**src/rtl/player_state_tx_pkg.sv**
```systemverilog
// rtl/player_state_tx_pkg.sv - shared constants, FSM states and packet packing for the player-state link
// Purpose: one place for the packet layout so the transmitter and the peer
//          receiver agree on byte order and checksum.
// Contents:
//   HEADER_DEFAULT  sync marker placed in byte 0
//   PKT_LEN         bytes per packet
//   tx_state_t      transmitter FSM states
//   pkt_t           packed packet, byte i at bits [8*i +: 8]
//   build_pkt()     packs fields and checksum into a pkt_t
//   sat_inc8()      saturating 8-bit increment
package player_state_tx_pkg;

  localparam logic [7:0] HEADER_DEFAULT = 8'hA5;
  localparam int         PKT_LEN        = 6;

  typedef enum logic [1:0] {
    ST_IDLE,
    ST_SEND,
    ST_GAP,
    ST_DONE
  } tx_state_t;

  typedef logic [PKT_LEN*8-1:0] pkt_t;

  // Byte 5 is the XOR of bytes 1..4; the header is excluded so a receiver
  // can verify without knowing which marker the sender was built with.
  function automatic pkt_t build_pkt(
    input logic [3:0]  hp,
    input logic [11:0] x,
    input logic [11:0] y,
    input logic [1:0]  game_active,
    input logic        game_start,
    input logic [7:0]  header = HEADER_DEFAULT
  );
    logic [7:0] b1, b2, b3, b4, b5;
    b1 = {1'b0, game_start, game_active, hp};
    b2 = x[11:4];
    b3 = {x[3:0], y[11:8]};
    b4 = y[7:0];
    b5 = b1 ^ b2 ^ b3 ^ b4;
    return {b5, b4, b3, b2, b1, header};
  endfunction

  function automatic logic [7:0] sat_inc8(input logic [7:0] v);
    return (v == 8'hFF) ? v : v + 8'd1;
  endfunction

endpackage

```
**src/rtl/player_state_tx.sv**
```systemverilog
// rtl/player_state_tx.sv - frames local player state into 6-byte packets for the UART TX FIFO
// Purpose: on every SEND_DIV-th accepted frame tick, snapshot hp/position/game
//          flags and push the packet bytes one at a time into the UART FIFO.
// Ports:
//   clk, rst        system clock, synchronous active-high reset
//   tx_enable       link enabled; gates the divider and new packets
//   frame_tick      one-cycle pulse per video frame
//   hp, char_x, char_y, game_active, game_start   fields sampled per packet
//   tx_full         UART TX FIFO full, stalls the byte stream
//   tx_data, tx_wr  byte and one-cycle write strobe to the UART FIFO
//   packet_sent     one-cycle pulse after the last byte of a packet
//   frames_dropped  saturating count of ticks lost while busy
module player_state_tx
  import player_state_tx_pkg::*;
#(
  parameter logic [7:0] HEADER   = HEADER_DEFAULT,
  parameter int         SEND_DIV = 1
) (
  input  logic        clk,
  input  logic        rst,
  input  logic        tx_enable,
  input  logic        frame_tick,
  input  logic [3:0]  hp,
  input  logic [11:0] char_x,
  input  logic [11:0] char_y,
  input  logic [1:0]  game_active,
  input  logic        game_start,
  input  logic        tx_full,
  output logic [7:0]  tx_data,
  output logic        tx_wr,
  output logic        packet_sent,
  output logic [7:0]  frames_dropped
);

  localparam logic [7:0] DIV_LOAD = 8'(SEND_DIV - 1);

  tx_state_t  state;
  pkt_t       pkt;
  pkt_t       snap;
  logic [2:0] idx;
  logic       pending;
  logic [7:0] divider;
  logic       tick_ok;

  assign snap    = build_pkt(hp, char_x, char_y, game_active, game_start, HEADER);
  assign tick_ok = frame_tick && tx_enable && (divider == 8'd0);

  // Divider only advances on enabled ticks, so it holds while the link is off.
  always_ff @(posedge clk) begin
    if (rst) begin
      divider <= 8'd0;
    end else if (frame_tick && tx_enable) begin
      divider <= (divider == 8'd0) ? DIV_LOAD : divider - 8'd1;
    end
  end

  always_ff @(posedge clk) begin
    if (rst) begin
      state          <= ST_IDLE;
      pkt            <= '0;
      idx            <= 3'd0;
      pending        <= 1'b0;
      tx_data        <= 8'd0;
      tx_wr          <= 1'b0;
      packet_sent    <= 1'b0;
      frames_dropped <= 8'd0;
    end else begin
      packet_sent <= 1'b0;

      // A tick while busy with one already queued is lost; this includes a
      // tick landing in DONE, where the queued one is about to be served.
      if (tick_ok && (state != ST_IDLE) && pending) begin
        frames_dropped <= sat_inc8(frames_dropped);
      end

      case (state)
        ST_IDLE: begin
          tx_wr <= 1'b0;
          if (tick_ok) begin
            pkt   <= snap;
            idx   <= 3'd0;
            state <= ST_SEND;
          end
        end

        ST_SEND: begin
          if (tick_ok) pending <= 1'b1;
          if (!tx_full) begin
            tx_wr   <= 1'b1;
            tx_data <= pkt[{idx, 3'b000} +: 8];
            state   <= ST_GAP;
          end else begin
            tx_wr <= 1'b0;
          end
        end

        // One idle cycle after each write so tx_full reflects that write
        // before the next byte is considered.
        ST_GAP: begin
          tx_wr <= 1'b0;
          if (tick_ok) pending <= 1'b1;
          if (idx == 3'(PKT_LEN - 1)) begin
            state <= ST_DONE;
          end else begin
            idx   <= idx + 3'd1;
            state <= ST_SEND;
          end
        end

        // A queued tick is dropped here if the link went down mid-packet.
        ST_DONE: begin
          tx_wr       <= 1'b0;
          packet_sent <= 1'b1;
          pending     <= 1'b0;
          if ((pending && tx_enable) || tick_ok) begin
            pkt   <= snap;
            idx   <= 3'd0;
            state <= ST_SEND;
          end else begin
            state <= ST_IDLE;
          end
        end
      endcase
    end
  end

endmodule

```
**config.mk**
```make
export PLATFORM = sky130hd
export DESIGN_NAME = player_state_tx
export DESIGN_NICKNAME = d
export VERILOG_FILES = /design/src/rtl/player_state_tx_pkg.sv /design/src/rtl/player_state_tx.sv
export SDC_FILE = /design/constraint.sdc
export NUM_CORES = 1
export LEC_CHECK = 0
export ABC_AREA = 1
export BUFFER_PORTS_ARGS = -buffer_cell sky130_fd_sc_hd__buf_2
export CORE_UTILIZATION = 51
export CTS_BUF_LIST = sky130_fd_sc_hd__clkbuf_4 sky130_fd_sc_hd__clkbuf_8 sky130_fd_sc_hd__clkbuf_16
export DETAILED_ROUTE_END_ITERATION = 8
export GPL_ROUTABILITY_DRIVEN = 1
export PLACE_DENSITY_LB_ADDON = 0.2
export SLEW_MARGIN = 20
export SYNTH_ARGS = -nofsm -noshare
export SYNTH_HDL_FRONTEND = slang
export SYNTH_SLANG_ARGS = --single-unit
```
**constraint.sdc**
```tcl
create_clock -name clk -period 1.42 [get_ports clk]
set_input_delay 0.071 -clock clk [delete_from_list [all_inputs] [get_ports clk]]
set_output_delay 0.071 -clock clk [all_outputs]
set_load 0.005 [all_outputs]
```
# After elaboration in Yosys (flattened, before gate mapping)
# Index checks and enable logic that the tools add are counted.
# op_classes
div,0
shifts,1
multipliers,0
mux,18
addsub,3
order_cmp,0
eq_ne,10
bitwise,5
reduce_logical,20
# ops
op,n
$mux W48,2
$pmux W48 S2,1
$shiftx A48 B7 Y8,1
$xor A8 B8 Y8,2
$mux W3,3
$pmux W3 S3,1
$add A8 B1 Y8 const B,1
$eq A8 B8 Y1 const B,1
$logic_not A8 Y1,1
$mux W8,1
$ne A2 B2 Y1 const B,4
$pmux W2 S4,1
$reduce_and A2 Y1,4
$sub A8 B1 Y8 const B,1
$xor A7 B8 Y8,1
$mux W2,3
$reduce_bool A2 Y1,3
$logic_and A1 B1 Y1,5
$eq A2 B2 Y1 const B,2
$mux W1,4
$pmux W1 S2,2
$reduce_and A4 Y1,1
$add A3 B1 Y3 const B,1
$eq A3 B3 Y1 const B,1
other kinds (9),10
# word_totals
inputBits,36
n_memories,0
rom_bits,0
word_cells,66
latchBits,0
reg_bits,80
ram_bits,0
out_inout_bits,18

# Logic depth before layout (Yosys ltp)
# depth
ltp_word,5
ltp_mapped,11
depth_no_buf,10

# Worst setup path before layout
# No wires, ideal clock.
# synth_timing
path_kind,register -> register
start,register state[0]
end,register frames_dropped[4]
slack_ns,-0.086
period_less_slack_ns,1.506
required_time_ns,1.304
arrival_ns,1.391
path_stages_with_launch,9
n_path_buf,0
setup_time_ns,0.116
path_cell_list,dfxtp_1 -> inv_1 -> ha_1 -> nor2_1 -> nand2_1 -> nor2_1 -> nand3_1 -> o21ai_0 -> nor2_1
# synth_via
elab_chain_len,4
# synth_rtl
item,line,rtl
start: declaration,player_state_tx.sv:37,tx_state_t state;
start signal: assignment,player_state_tx.sv:59,state <= ST_IDLE;
start signal: assignment,player_state_tx.sv:82,state <= ST_SEND;
start signal: assignment,player_state_tx.sv:91,state <= ST_GAP;
$reduce_bool A2 Y1,player_state_tx.sv:72,if (tick_ok && (state != ST_IDLE) && pending) begin
$logic_and A1 B1 Y1 (2 in a row),player_state_tx.sv:72,
$reduce_and A2 Y1 (no line),--,
end signal: assignment,player_state_tx.sv:73,frames_dropped <= sat_inc8(frames_dropped);
end: declaration,player_state_tx.sv:32,output logic [7:0] frames_dropped
# No other way between the ends.
# A chain may end at the register's enable or synchronous reset.

# Worst setup path after layout
# layout_timing
start,register divider[0]
end,register pkt[29]
# layout_via
elab_chain_len,5
word_cells_on_any_way,6
classes_between,eq/ne (2); reduce/logical (4)
# layout_rtl
item,line,rtl
start: declaration,player_state_tx.sv:42,logic [7:0] divider;
start signal: assignment,player_state_tx.sv:53,divider <= (divider == 8'd0) ? DIV_LOAD : divider - 8'd1;
$logic_not A8 Y1 *,player_state_tx.sv:46,assign tick_ok = frame_tick && tx_enable && (divider == 8'd0);
$logic_and A1 B1 Y1 *,player_state_tx.sv:46,
$logic_or A1 B1 Y1,player_state_tx.sv:115,if ((pending && tx_enable) || tick_ok) begin
$ne A2 B2 Y1 (no line),--,
$reduce_and A3 Y1 (no line) *,--,
end signal: assignment,player_state_tx.sv:80,pkt <= snap;
end signal: assignment,player_state_tx.sv:116,pkt <= snap;
end: declaration,player_state_tx.sv:38,pkt_t pkt;
# Mark *: on every way between the ends. The rest lies on a longest branch, timed or not.

==> flow_metrics.tcl <==
set metrics [dict create \
    yosysWarnings 0 \
    clkLatencyLatePin_ns 0.35 \
    fillerInstances 604 \
    dp_cells 708 \
    min_period_ns 1.54 \
    antenna_found_initial 0 \
    grt_pass1_vias 3492 \
    cts_buffers 9 \
    finalHoldViolations 0 \
    hp-class "primary input to flip-flop" \
    cts-root-buf "clkbuf_8" \
    worst_pin_slew_ns 0.374 \
    whs_endpoint "pkt[22]$_SDFFE_PP0P_" \
    critPathMostFrequentCell "nand2_4" \
    rows 30 \
    slew_headroom_pct 74.9 \
    fin_crit_sh_pct 109 \
    htreeDepth 3 \
    die_w_um 87.1 \
    skew_ns 0.00731 \
    max-vdd-ir-drop_v 0.000895 \
    core-area_um2 6910 \
    n_antenna_cell 0 \
    clockBufferDepth 2 \
    ys_types 31 \
    ys_seq_area_share_pct 39.1 \
    chipHeight_um 87.1 \
    ff2ff_path_depth 10 \
    status "finished, violations left" \
    final_antenna_net_count 0 \
    fin_cells 744 \
    holdWs_ns 0.00371 \
    syn-num-nets 587 \
    fin_nets 689 \
    p_leak_nw 2.26 \
    wl_mm 10.1 \
    hold_depth 3 \
    cp_cell_sequence "inv_2 -> ha_4 -> nand2_4 -> nor2_4 -> nand2_4 -> nand2_4 -> nand3_4 -> clkbuf_16 -> nor2_1 -> nor2_1" \
    finalSetupViolCount 54 \
    final_area_um2 4960 \
    rsz0062_at_grt "yes" \
    crit_required_ns 1.67 \
    synth_fa_ha_area_share_pct 3.39 \
    end_kind "flip-flop" \
    syn2layout_area_growth_pct 34.5 \
    cts_tree "yes" \
    start_util_pct 53.4 \
    numPortBuffers 53 \
    hpwl_mm 6.46 \
    crit_path_max_fanout 22 \
    yosys.area_share.simple_pct 30.0 \
    r2r_start "divider[0]$_SDFFE_PP0N_" \
    critPathArrivalTime_ns 1.79 \
    grt_usage_pct 26.7 \
    grt_pass1_wl_mm 15.8 \
    fmax_mhz 648 \
    crit_type "flip-flop to flip-flop" \
    io_pins 54 \
    setup_slack_ns -0.123 \
    slowest_stage "dfxtp_2" \
    grt_max_degree 46 \
    drive_above_1_share_pct 26.1 \
    maxCapViolations 0 \
    synth_compound_area_share_pct 14.8 \
    final_util_pct 71.8 \
    rrSetupSlack_ns -0.12 \
    critPathBufInv 2 \
    max_stage_delay_ns 0.33 \
    synth_area_per_cell_um2 6.82 \
    post_synth_mux_area_share_pct 0 \
    violations "negative setup slack" \
    synth_xor_xnor_area_share_pct 3.80 \
    drc 0 \
    cts.clk_slew.worst_paths_ns 0.07 \
    critPathTopFamily "simple AND/OR/NAND/NOR gates" \
    final-max-slew-violation-count 0 \
    r2r_end "pkt[29]$_SDFFE_PP0P_" \
    synthCells 541 \
    wire_per_inst_um 13.6 \
    min_from "char_x[10]" \
    via_per_inst 5.22 \
    cp-start-kind "flip-flop" \
    ys_ff_latch 72 \
    dr.pass1.iters 5 \
    grt-ovfl-total 0 \
    cts.sinks 72 \
    netlist_area_um2 3690 \
    dieArea_um2 7580 \
    totalPowerFinal_mw 8.91 \
    powerDensity_nw_per_um2 1800 \
    place_congestion 0.835 \
    synth_top_family_by_area "simple AND/OR/NAND/NOR gates" \
    placed_area_um2 4340 \
    drt-initial-drc-count 279 \
    vias 3884 \
]
==> sequential cells by signal, indices dropped and copies added, names as in the netlist <==
name and cells:
pending 1, packet_sent 1, frames_dropped 8, pkt 40
tx_data 8, idx 3, state 2, divider 8
tx_wr 1
==> what timing repair did <==
item                       CTS  global route
hold buffers                 9             0
resized for setup           20            33
pin swaps                    3             4
buffers inserted             5             3
setup endpoints to repair   53            69
gates cloned                 0             3
hold endpoints to repair     9             0
==> Yosys cell counts <==
library cell,count,area [µm²]
dfxtp_1,72,1440
a21oi_1,46,230
inv_2,1,3.75
o21a_1,1,7.51
nand3_2,2,20.0
buf_6,2,22.5
a31oi_1,8,50.1
nand2_4,1,11.3
clkinv_1,3,11.3
or2_2,2,12.5
nor4_1,1,6.26
nand4_1,22,138
inv_1,55,206
nand3_1,15,75.1
nand2_2,1,6.26
buf_2,8,40.0
nor2_1,79,297
o21ai_0,32,160
nor3_1,2,10.0
nand2_1,128,480
a211oi_1,1,7.51
clkbuf_1,13,48.8
o211ai_1,9,67.6
o22ai_1,1,6.26
xnor2_1,13,114
nor2_2,2,12.5
o21bai_1,1,7.51
a21o_1,1,7.51
xor2_1,3,26.3
nand2b_1,6,37.5
ha_1,10,125
==> final cells by class <==
class / count / area, µm² / share of cell area [%]
clock buffers: 13 / 166 / 3.35
clock inverters: 3 / 40.0 / 0.807
inverters: 59 / 221 / 4.46
multi-input cells: 387 / 2110 / 42.5
flip-flops and latches: 72 / 1450 / 29.2
well taps: 96 / 120 / 2.42
repair buffers: 114 / 860 / 17.3
==> power breakdown <==
group          total, mW  switching [mW]  internal [mW]
sequential          2.90           0.265           2.63
combinational       4.29            2.46           1.83
clock               1.72           0.781          0.942
total               8.91            3.51           5.40
==> stage by stage <==
step	setup TNS (ns)	setup slack [ns]
floorplan	-0.657	-0.0391
global placement	-1.69	-0.0840
detailed placement	-3.35	-0.121
CTS	-1.53	-0.0612
global route	-8.43	-0.190
finish	-4.02	-0.123
==> worst max path at each step <==
stage                             from                             end  slack, ns  cells past startpoint
3_5_place_dp   divider[0]$_SDFFE_PP0N_  frames_dropped[4]$_SDFFE_PP0P_      -0.12                     11
6_report       divider[0]$_SDFFE_PP0N_            pkt[29]$_SDFFE_PP0P_      -0.12                     10
3_3_place_gp   divider[0]$_SDFFE_PP0N_  frames_dropped[4]$_SDFFE_PP0P_      -0.08                     11
4_1_cts        divider[0]$_SDFFE_PP0N_            pkt[30]$_SDFFE_PP0P_      -0.06                     10
2_1_floorplan  divider[0]$_SDFFE_PP0N_            pkt[11]$_SDFFE_PP0P_      -0.04                     11
5_1_grt        divider[0]$_SDFFE_PP0N_             pkt[9]$_SDFFE_PP0P_      -0.19                     11
==> logic make-up (layout without fill, tap and decap cells) <==
kind of cell             after synthesis  after routing
AND/OR/NAND/NOR                      261            261
AO/OA/AOI/OAI                        100            100
buffers and inverters                 82            189
flip-flops                            72             72
XOR/XNOR                              16             16
adder cells (fa/ha/maj)               10             10
==> metal layers <==
layer  GRT usage, %  up-vias  routed length [µm]
met4           8.33        0                 227
met2           41.9      127                4540
met5              0        -                   0
met3           4.93       23                 675
met1           37.1     1783                4660
li1               -     1951                   -
==> worst reg2reg max path: cells and delay by family (launching register included) <==
kind | cells | cell delay, ns
adders and majority gates | 1 | 0.14
buffers and inverters | 2 | 0.31
DFF | 1 | 0.33
and+or+nand+nor | 7 | 0.67
==> cell usage in the layout (no fill, tap or decap), types with 4 or more instances in the layout <==
master         count
xnor2_1           13
buf_2             53
a31oi_1            8
nand2b_1           6
clkbuf_8          11
dfxtp_2            5
nand2_4            6
buf_4             42
buf_12             4
nand2_1          121
a21oi_2            9
nor2_2             6
inv_1             52
inv_2              4
nand3_1           11
a21oi_1           36
nand4_1           22
ha_1               8
o211ai_1           9
o21ai_0           29
nor2_1            73
dfxtp_1           67
dlygate4sd3_1      9
(Power assumes the default switching activity.)
